**src/rtl/run_sequencer_if.sv**
```systemverilog
// Memory and transmitter bus owned by run_sequencer: INS_RAM port,
// DATA_RAM port (with its read data) and the result word handshake.
interface run_sequencer_if #(
   parameter int INS_WIDTH           = 8,
   parameter int INS_MEM_ADDR_WIDTH  = 8,
   parameter int DATA_MEM_WIDTH      = 12,
   parameter int DATA_MEM_ADDR_WIDTH = 12
);
   logic                           insMemWrEn;
   logic [INS_MEM_ADDR_WIDTH-1:0]  insMemAddr;
   logic [INS_WIDTH-1:0]           insMemIn;
   logic                           dataMemWrEn;
   logic [DATA_MEM_ADDR_WIDTH-1:0] dataMemAddr;
   logic [DATA_MEM_WIDTH-1:0]      dataMemIn;
   logic [DATA_MEM_WIDTH-1:0]      dataMemOut;
   logic                           tx_valid;
   logic [DATA_MEM_WIDTH-1:0]      tx_data;
   logic                           tx_ready;

   // Sequencer side: drives both RAM ports and the transmitter word.
   modport master (
      output insMemWrEn, insMemAddr, insMemIn,
      output dataMemWrEn, dataMemAddr, dataMemIn,
      input  dataMemOut,
      output tx_valid, tx_data,
      input  tx_ready
   );

   // RAM / transmitter side.
   modport slave (
      input  insMemWrEn, insMemAddr, insMemIn,
      input  dataMemWrEn, dataMemAddr, dataMemIn,
      output dataMemOut,
      input  tx_valid, tx_data,
      output tx_ready
   );
endinterface

```
**src/rtl/run_sequencer.sv**
```systemverilog
// Run controller: instruction load, data load, processor execution, then
// result unload to the UART transmitter. Muxes INS_RAM / DATA_RAM between
// the UART loaders, the processor and the internal unload engine.
module run_sequencer #(
   parameter int INS_WIDTH           = 8,
   parameter int INS_MEM_ADDR_WIDTH  = 8,
   parameter int DATA_MEM_WIDTH      = 12,
   parameter int DATA_MEM_ADDR_WIDTH = 12
) (
   input  logic                           clk,
   input  logic                           rst,
   input  logic                           startN,
   input  logic                           uart_ins_wrEn,
   input  logic [INS_MEM_ADDR_WIDTH-1:0]  uart_ins_addr,
   input  logic [INS_WIDTH-1:0]           uart_ins_data,
   input  logic                           uart_ins_done,
   input  logic                           uart_data_wrEn,
   input  logic [DATA_MEM_ADDR_WIDTH-1:0] uart_data_addr,
   input  logic [DATA_MEM_WIDTH-1:0]      uart_data_in,
   input  logic                           uart_data_done,
   input  logic                           proc_dataMemWrEn,
   input  logic [DATA_MEM_ADDR_WIDTH-1:0] proc_dataMemAddr,
   input  logic [DATA_MEM_WIDTH-1:0]      proc_dataOut,
   input  logic [INS_MEM_ADDR_WIDTH-1:0]  proc_insMemAddr,
   input  logic                           proc_done,
   input  logic [DATA_MEM_ADDR_WIDTH-1:0] result_base,
   input  logic [DATA_MEM_ADDR_WIDTH-1:0] result_count,
   run_sequencer_if.master                bus,
   output logic                           proc_startN,
   output logic [2:0]                     state,
   output logic                           run_done
);

   typedef enum logic [2:0] {
      IDLE       = 3'd0,
      INS_LOAD   = 3'd1,
      DATA_LOAD  = 3'd2,
      PROC_START = 3'd3,
      PROC_EXEC  = 3'd4,
      UNLOAD     = 3'd5,
      FINISH     = 3'd6
   } stateT;

   typedef enum logic [1:0] {
      PH_RD   = 2'd0,
      PH_WAIT = 2'd1,
      PH_SEND = 2'd2
   } phaseT;

   localparam logic [DATA_MEM_ADDR_WIDTH-1:0] ONE = 1;

   stateT                          curState;
   stateT                          nextState;
   phaseT                          phase;
   logic [DATA_MEM_ADDR_WIDTH-1:0] idx;
   logic [DATA_MEM_ADDR_WIDTH-1:0] baseReg;
   logic [DATA_MEM_ADDR_WIDTH-1:0] countReg;
   logic                           txValid;
   logic [DATA_MEM_WIDTH-1:0]      txData;
   logic                           lastAccept;

   assign lastAccept = (phase == PH_SEND) && txValid && bus.tx_ready &&
                       (idx == countReg - ONE);

   // State register; proc_startN is registered from the next state so it is
   // low for exactly the one PROC_START cycle.
   always_ff @(posedge clk or posedge rst) begin
      if (rst) begin
         curState    <= IDLE;
         proc_startN <= 1'b1;
      end else begin
         curState    <= nextState;
         proc_startN <= (nextState != PROC_START);
      end
   end

   // Next-state logic; done pulses and startN outside their states are ignored.
   always_comb begin
      nextState = curState;
      case (curState)
         IDLE:       if (!startN) nextState = INS_LOAD;
         INS_LOAD:   if (uart_ins_done) nextState = DATA_LOAD;
         DATA_LOAD:  if (uart_data_done) nextState = PROC_START;
         PROC_START: nextState = PROC_EXEC;
         PROC_EXEC:  if (proc_done) nextState = (result_count == '0) ? FINISH : UNLOAD;
         UNLOAD:     if (lastAccept) nextState = FINISH;
         FINISH:     if (!startN) nextState = INS_LOAD;
         default:    nextState = IDLE;
      endcase
   end

   // Unload engine: latch base/count on entry, then RD -> WAIT -> SEND per word.
   always_ff @(posedge clk or posedge rst) begin
      if (rst) begin
         phase    <= PH_RD;
         idx      <= '0;
         baseReg  <= '0;
         countReg <= '0;
         txValid  <= 1'b0;
         txData   <= '0;
      end else if (curState == PROC_EXEC && nextState == UNLOAD) begin
         baseReg  <= result_base;
         countReg <= result_count;
         idx      <= '0;
         phase    <= PH_RD;
         txValid  <= 1'b0;
      end else if (curState == UNLOAD) begin
         case (phase)
            PH_RD:   phase <= PH_WAIT;
            PH_WAIT: begin
               txData  <= bus.dataMemOut;
               txValid <= 1'b1;
               phase   <= PH_SEND;
            end
            PH_SEND: begin
               if (txValid && bus.tx_ready) begin
                  txValid <= 1'b0;
                  idx     <= idx + ONE;
                  phase   <= PH_RD;
               end
            end
            default: phase <= PH_RD;
         endcase
      end
   end

   // RAM port mux selected purely by the current state.
   always_comb begin
      bus.insMemWrEn  = 1'b0;
      bus.insMemAddr  = '0;
      bus.insMemIn    = '0;
      bus.dataMemWrEn = 1'b0;
      bus.dataMemAddr = '0;
      bus.dataMemIn   = '0;
      case (curState)
         INS_LOAD: begin
            bus.insMemWrEn = uart_ins_wrEn;
            bus.insMemAddr = uart_ins_addr;
            bus.insMemIn   = uart_ins_data;
         end
         DATA_LOAD: begin
            bus.dataMemWrEn = uart_data_wrEn;
            bus.dataMemAddr = uart_data_addr;
            bus.dataMemIn   = uart_data_in;
         end
         PROC_START: begin
            bus.insMemAddr  = proc_insMemAddr;
            bus.dataMemAddr = proc_dataMemAddr;
            bus.dataMemIn   = proc_dataOut;
         end
         PROC_EXEC: begin
            bus.insMemAddr  = proc_insMemAddr;
            bus.dataMemWrEn = proc_dataMemWrEn;
            bus.dataMemAddr = proc_dataMemAddr;
            bus.dataMemIn   = proc_dataOut;
         end
         UNLOAD: begin
            bus.dataMemAddr = baseReg + idx;
         end
         default: begin
         end
      endcase
   end

   assign bus.tx_valid = txValid;
   assign bus.tx_data  = txData;
   assign state        = curState;
   assign run_done     = (curState == FINISH);

endmodule

```
**src/flat_wrapper.sv**
```systemverilog
// flat-port wrapper written by rule: the top's interface ports become plain ports
module run_sequencer_flat 
#(
   parameter int INS_WIDTH           = 8,
   parameter int INS_MEM_ADDR_WIDTH  = 8,
   parameter int DATA_MEM_WIDTH      = 12,
   parameter int DATA_MEM_ADDR_WIDTH = 12
)
  (clk, rst, startN, uart_ins_wrEn, uart_ins_addr, uart_ins_data, uart_ins_done, uart_data_wrEn, uart_data_addr, uart_data_in, uart_data_done, proc_dataMemWrEn, proc_dataMemAddr, proc_dataOut, proc_insMemAddr, proc_done, result_base, result_count, proc_startN, state, run_done, bus_insMemWrEn, bus_insMemAddr, bus_insMemIn, bus_dataMemWrEn, bus_dataMemAddr, bus_dataMemIn, bus_dataMemOut, bus_tx_valid, bus_tx_data, bus_tx_ready);
  run_sequencer_if #(.INS_WIDTH(INS_WIDTH), .INS_MEM_ADDR_WIDTH(INS_MEM_ADDR_WIDTH), .DATA_MEM_WIDTH(DATA_MEM_WIDTH), .DATA_MEM_ADDR_WIDTH(DATA_MEM_ADDR_WIDTH)) bus_i ();
  input  logic clk;
  input  logic rst;
  input  logic startN;
  input  logic uart_ins_wrEn;
  input  logic [INS_MEM_ADDR_WIDTH-1:0] uart_ins_addr;
  input  logic [INS_WIDTH-1:0] uart_ins_data;
  input  logic uart_ins_done;
  input  logic uart_data_wrEn;
  input  logic [DATA_MEM_ADDR_WIDTH-1:0] uart_data_addr;
  input  logic [DATA_MEM_WIDTH-1:0] uart_data_in;
  input  logic uart_data_done;
  input  logic proc_dataMemWrEn;
  input  logic [DATA_MEM_ADDR_WIDTH-1:0] proc_dataMemAddr;
  input  logic [DATA_MEM_WIDTH-1:0] proc_dataOut;
  input  logic [INS_MEM_ADDR_WIDTH-1:0] proc_insMemAddr;
  input  logic proc_done;
  input  logic [DATA_MEM_ADDR_WIDTH-1:0] result_base;
  input  logic [DATA_MEM_ADDR_WIDTH-1:0] result_count;
  output logic proc_startN;
  output logic [2:0] state;
  output logic run_done;
  output wire logic [$bits(bus_i.insMemWrEn)-1:0] bus_insMemWrEn;
  output wire logic [$bits(bus_i.insMemAddr)-1:0] bus_insMemAddr;
  output wire logic [$bits(bus_i.insMemIn)-1:0] bus_insMemIn;
  output wire logic [$bits(bus_i.dataMemWrEn)-1:0] bus_dataMemWrEn;
  output wire logic [$bits(bus_i.dataMemAddr)-1:0] bus_dataMemAddr;
  output wire logic [$bits(bus_i.dataMemIn)-1:0] bus_dataMemIn;
  input wire logic [$bits(bus_i.dataMemOut)-1:0] bus_dataMemOut;
  output wire logic [$bits(bus_i.tx_valid)-1:0] bus_tx_valid;
  output wire logic [$bits(bus_i.tx_data)-1:0] bus_tx_data;
  input wire logic [$bits(bus_i.tx_ready)-1:0] bus_tx_ready;
  assign bus_insMemWrEn = bus_i.insMemWrEn;
  assign bus_insMemAddr = bus_i.insMemAddr;
  assign bus_insMemIn = bus_i.insMemIn;
  assign bus_dataMemWrEn = bus_i.dataMemWrEn;
  assign bus_dataMemAddr = bus_i.dataMemAddr;
  assign bus_dataMemIn = bus_i.dataMemIn;
  assign bus_i.dataMemOut = bus_dataMemOut;
  assign bus_tx_valid = bus_i.tx_valid;
  assign bus_tx_data = bus_i.tx_data;
  assign bus_i.tx_ready = bus_tx_ready;
  run_sequencer #(.INS_WIDTH(INS_WIDTH), .INS_MEM_ADDR_WIDTH(INS_MEM_ADDR_WIDTH), .DATA_MEM_WIDTH(DATA_MEM_WIDTH), .DATA_MEM_ADDR_WIDTH(DATA_MEM_ADDR_WIDTH)) u_core (.clk(clk), .rst(rst), .startN(startN), .uart_ins_wrEn(uart_ins_wrEn), .uart_ins_addr(uart_ins_addr), .uart_ins_data(uart_ins_data), .uart_ins_done(uart_ins_done), .uart_data_wrEn(uart_data_wrEn), .uart_data_addr(uart_data_addr), .uart_data_in(uart_data_in), .uart_data_done(uart_data_done), .proc_dataMemWrEn(proc_dataMemWrEn), .proc_dataMemAddr(proc_dataMemAddr), .proc_dataOut(proc_dataOut), .proc_insMemAddr(proc_insMemAddr), .proc_done(proc_done), .result_base(result_base), .result_count(result_count), .bus(bus_i), .proc_startN(proc_startN), .state(state), .run_done(run_done));
endmodule
```
**config.mk**
```make
export PLATFORM = sky130hd
export DESIGN_NAME = run_sequencer_flat
export DESIGN_NICKNAME = d
export VERILOG_FILES = /design/src/rtl/run_sequencer_if.sv /design/src/rtl/run_sequencer.sv /design/src/flat_wrapper.sv
export SDC_FILE = /design/constraint.sdc
export NUM_CORES = 1
export LEC_CHECK = 0
export ABC_AREA = 0
export ABC_CLOCK_PERIOD_IN_PS = 6200
export CORE_MARGIN = 4
export CORE_UTILIZATION = 35
export CTS_CLUSTER_SIZE = 10
export DETAILED_ROUTE_END_ITERATION = 16
export PLACE_DENSITY_LB_ADDON = 0.15
export SYNTH_ARGS = -nofsm -noshare
export SYNTH_HDL_FRONTEND = slang
export SYNTH_SLANG_ARGS = --single-unit
```
**constraint.sdc**
```tcl
create_clock -name clk -period 6.2 [get_ports clk]
set_input_delay 0.93 -clock clk [delete_from_list [all_inputs] [get_ports clk]]
set_output_delay 0.93 -clock clk [all_outputs]
set_load 0.005 [all_outputs]
```
-- Yosys cells after proc, flatten, opt, wreduce, memory -nomap -nowiden
Index checks and enable logic that the tools add are counted.
- memory bits (writable): 0
- memories kept: 0
- word-level logic and storage cells: 67
- ROM bits: 0
- flip-flop bits (word level): 55
- latch bits: 0
- order comparisons: 0
- div/mod/pow operators: 0
- bitwise gates (word level): 1
- equal/unequal tests: 12
- shift operators: 0
- add/sub/neg operators: 3
- reduce and logical (&&, ||, !) cells: 18
- multipliers: 0
- muxes and demuxes: 25
- operators by type and width (kind ; count):
    12-bit two-way mux ; 4
    12-bit one-hot mux with 3 select lines ; 1
    12-bit one-hot mux with 2 select lines ; 1
    3-bit one-hot mux with 6 select lines ; 1
    8-bit one-hot mux with 2 select lines ; 1
    3-bit two-way mux ; 5
    12-bit by 1-bit adder with 12-bit output (second input constant) ; 1
    12-bit adder ; 1
    12-bit == test ; 1
    3-bit == test (second input constant) ; 4
    12-bit zero test ; 1
    12-bit by 1-bit subtractor with 12-bit output (second input constant) ; 1
    3-bit AND reduction ; 3
    2-bit two-way mux ; 4
    8-bit two-way mux ; 1
    3-bit by 2-bit == test with 1-bit output (second input constant) ; 2
    2-bit one-hot mux with 3 select lines ; 1
    2-bit nonzero test ; 3
    1-bit logical AND ; 5
    1-bit two-way mux ; 4
    1-bit one-hot mux with 2 select lines ; 2
    2-bit OR reduction ; 2
    3-bit by 1-bit == test with 1-bit output (second input constant) ; 1
    3-bit zero test ; 1
    8 further kinds ; 8

-- Logic depth before layout (Yosys ltp)
- depth in word-level cells: 10
- gate-level depth with buffers: 9

-- Worst setup path after synthesis
No wires, ideal clock.
- path type: flip-flop to output port
- start: register u_core.idx[0]
- end: output port bus_dataMemAddr[10]
- stages on the path, launching flop included: 10
- setup slack: 3.271 ns
- buffers on the path: 0
- required time: 5.270 ns
- arrival time: 1.999 ns
- cells stage by stage: dfrtp_1 -> ha_1 -> inv_1 -> fa_1 -> nor2b_1 -> o21ai_0 -> a21o_1 -> a31oi_1 -> a21oi_1 -> a211o_1
- word-level cells in the longest chain between the ends: 2
- RTL lines (what ; line ; text):
    start: declaration ; run_sequencer.sv:55 ; logic [DATA_MEM_ADDR_WIDTH-1:0] idx;
    start signal: assignment ; run_sequencer.sv:118 ; idx <= idx + ONE;
    12-bit adder ; run_sequencer.sv:158 ; bus.dataMemAddr = baseReg + idx;
    12-bit one-hot mux with 3 select lines ; run_sequencer.sv:135 ; case (curState)
    end: declaration ; flat_wrapper.sv:36 ; output wire logic [$bits(bus_i.dataMemAddr)-1:0] bus_dataMemAddr;
No other way between the ends.

-- Worst setup path after layout
- start: register u_core.curState[0] (netlist: u_core.state[0])
- end: output port bus_dataMemAddr[7]
- word-level cells in the longest chain between the ends: 3
- RTL lines (what ; line ; text):
    start: declaration ; run_sequencer.sv:52 ; stateT curState;
    start signal: assignment ; run_sequencer.sv:72 ; curState <= nextState;
    3-bit by 2-bit == test with 1-bit output / 3-bit == test (equally long branches) ; run_sequencer.sv:135 ;
    2-bit OR reduction (no source line) ; - ;
    12-bit one-hot mux with 3 select lines * ; run_sequencer.sv:135 ;
Mark *: on every way between the ends. The rest lies on a longest branch, timed or not.

==> flow_metrics.tcl <==
set metrics [dict create \
    synthArstFlopShare 1.00 \
    ys_types 56 \
    hp-class "reg -> reg" \
    drtIter0Drc 191 \
    worstSkewPairLatency_ns 0.32 \
    postSynthAreaPerCell_sq_um 8.60 \
    die_width_microns 113 \
    grt_pass1_wl_microns 19900 \
    routabilityCongestion 0.924 \
    postCtsHoldBufs 0 \
    regToRegSetupSlack_ns 3.36 \
    num_rows 37 \
    dpl.cell_count 737 \
    yosys.area.top_type "dfrtp_1" \
    final_cell_count_no_fill 745 \
    maxSlewHeadroom 0.204 \
    period_minus_slack_ns 4.24 \
    grt_pass1_vias 3903 \
    cp-start-kind "flop" \
    die_area_sq_mm 0.0127 \
    cts_setup_buffers 0 \
    setup-tns-final_ns 0 \
    hp-start "u_core.baseReg[5]$_DFFE_PP0N_" \
    p_per_area_mw_per_mm2 358 \
    cts_tree "yes" \
    synth_edf_count 0 \
    reg2reg_to "u_core.idx[10]$_DFFE_PP0P_" \
    hpwl_microns 9880 \
    hold_end "u_core.baseReg[5]$_DFFE_PP0N_" \
    reg2reg_from "u_core.state[0]$_DFF_PP0_" \
    syn_inst 446 \
    status "finished clean" \
    floorplan.initialDensity 0.365 \
    numCtsBuffers 5 \
    routed_wl_microns 12500 \
    period_share 0.683 \
    max_freq_ghz 0.236 \
    synth_area_sq_mm 0.00384 \
    rsz0062_at_grt "false" \
    overflow 0 \
    place_area_sq_mm 0.00570 \
    nNetsFinal 740 \
    required_ns 5.27 \
    via_per_inst 5.24 \
    design_area_sq_mm 0.00582 \
    critPathMaxFanout 30 \
    h-tree-depth 2 \
    synth_fp_nets 578 \
    io_buffers 177 \
    yosys_warnings 0 \
    ys.flop_type "dfrtp_1" \
    max-cap-violations 0 \
    io_pins 178 \
    core_sq_mm 0.0105 \
    drv_slew 0 \
    hold_violations 0 \
    avgRoutedWirePerCell_microns 16.8 \
    areaGrowthSynthToFinish_pct 51.8 \
    ir_worst_vdd_v 0.000203 \
    n_antenna_cell 0 \
    cts_resized 0 \
    track_usage 0.191 \
    clk_pin_slew_ns 0.11 \
    p_leak_nw 2.49 \
    drc 0 \
    first_pass_iters 4 \
    drive_gt1_frac 0.0542 \
    crit_type "reg -> out" \
    ctsLongestPathBuffers 2 \
    worstSetupEndpointType "primary output" \
    ant_nets 0 \
    min_delay_path_depth 2 \
    r2r_cells 5 \
    fin_skew_ns 0.0128 \
    tightestPinTransition_ns 1.19 \
    synth_top_area_share 0.352 \
    antenna_found_initial 0 \
    num_vias 3901 \
    cts_root_buf "clkbuf_8" \
    seq_area_frac_synth 0.359 \
    grt_start_max_net_pins 56 \
    synth_area_leaders "dfrtp_1 35%, nand2_1 7.9%, a22o_1 5.0%" \
    cp.arrival_ns 3.31 \
    cts_sinks 55 \
    setup_viol 0 \
    die_height_microns 113 \
    ys_ff_latch 55 \
]
[worst max-delay path by stage]
stage                                         start                  end  slack, ns
after floorplan           u_core.idx[0]$_DFFE_PP0P_  bus_dataMemAddr[10]       3.27
after CTS                 u_core.state[0]$_DFF_PP0_   bus_dataMemAddr[7]       1.93
final                     u_core.state[0]$_DFF_PP0_   bus_dataMemAddr[7]       1.96
after detailed placement  u_core.state[0]$_DFF_PP0_   bus_dataMemAddr[7]       2.30
after global routing      u_core.state[0]$_DFF_PP0_   bus_dataMemAddr[7]       1.73
after global placement    u_core.state[0]$_DFF_PP0_   bus_dataMemAddr[7]       2.44
[cells by family (layout without fill, tap and decap cells)]
kind of cell / after synthesis / in the layout / synth area share
multiplexers: 24 / 24 / 0.0665
AO/OA/AOI/OAI: 103 / 103 / 0.189
XOR/XNOR: 27 / 27 / 0.0616
buffers and inverters: 41 / 204 / 0.0414
adder cells (fa/ha/maj): 14 / 14 / 0.0476
AND/OR/NAND/NOR: 182 / 182 / 0.235
flip-flops: 55 / 55 / 0.359
[layout by cell type, fill, tap and decap left out, types with 5 or more instances in the layout]
master	n
nand3_1	7
o21ai_0	23
nor2b_1	9
o22ai_1	6
dfrtp_1	54
nor3_1	6
xnor2_1	14
ha_1	13
a22o_1	22
xor2_1	13
a22oi_1	5
nor2_1	27
mux2i_1	12
clkdlybuf4s50_1	177
inv_1	16
mux2_2	12
nand2_1	81
a21oi_1	16
clkbuf_8	6
nand4_1	6
and2_1	13
[metal layers]
| layer | part of all wire | vias to the layer above | track usage |
|---|---|---|---|
| li1 | - | 1908 | - |
| met5 | 0 | - | 0 |
| met1 | 0.41 | 1835 | 0.221 |
| met3 | 0.067 | 15 | 0.0417 |
| met2 | 0.51 | 143 | 0.353 |
| met4 | 0.017 | 0 | 0.0553 |
[registers in the layout, summed over array words and instances, names as in the netlist]
signal	cells
u_core.baseReg	12
u_core.bus.tx_data	12
u_core.countReg	12
u_core.idx	12
u_core.state	3
u_core.phase	2
u_core.bus.tx_valid	1
u_core.proc_startN	1
[final cells by class]
cell class | instances | area (sq um)
clock buffers | 6 | 82.6
clock inverters | 2 | 38.8
fillers | 957 | 4680
inverters | 17 | 63.8
multi-input cells | 350 | 2300
flip-flops and latches | 55 | 1380
well taps | 136 | 170
repair buffers | 179 | 1790
[cell usage after synthesis, types with 5 or more instances]
cell type,number
nor3b_1,5
xnor2_1,14
inv_1,17
nand2_1,81
o22ai_1,6
nor3_1,6
mux2i_1,12
mux2_2,12
ha_1,13
a22o_1,22
nor2b_1,9
clkbuf_1,20
o21ai_0,23
dfrtp_1,54
a22oi_1,5
and2_1,13
nand3_1,7
a21oi_1,16
xor2_1,13
nand4_1,6
nor2_1,27
[through the flow]
stage	utilization	power [mW]	hold WS [ns]	setup WS (ns)
floorplan	-	1.27	0.452	3.27
global placement	0.543	1.81	0.469	2.44
detailed placement	0.543	1.84	0.477	2.30
CTS	0.554	2.11	0.504	1.93
global route	0.554	2.26	0.528	1.73
finish	0.554	2.09	0.500	1.96
[critical path, stage by stage, from the launching register on]
cell             delay, ns
dfrtp_1               0.78
nor3b_1               0.63
a21o_1                0.64
a22oi_1               0.19
o21ai_0               0.16
clkdlybuf4s50_1       0.55
[where the power goes]
group          switching [mW]  internal [mW]  total [mW]
clock                   0.131          0.133       0.264
combinational           0.482          0.684        1.17
sequential              0.166          0.491       0.657
(Power assumes the default switching activity.)
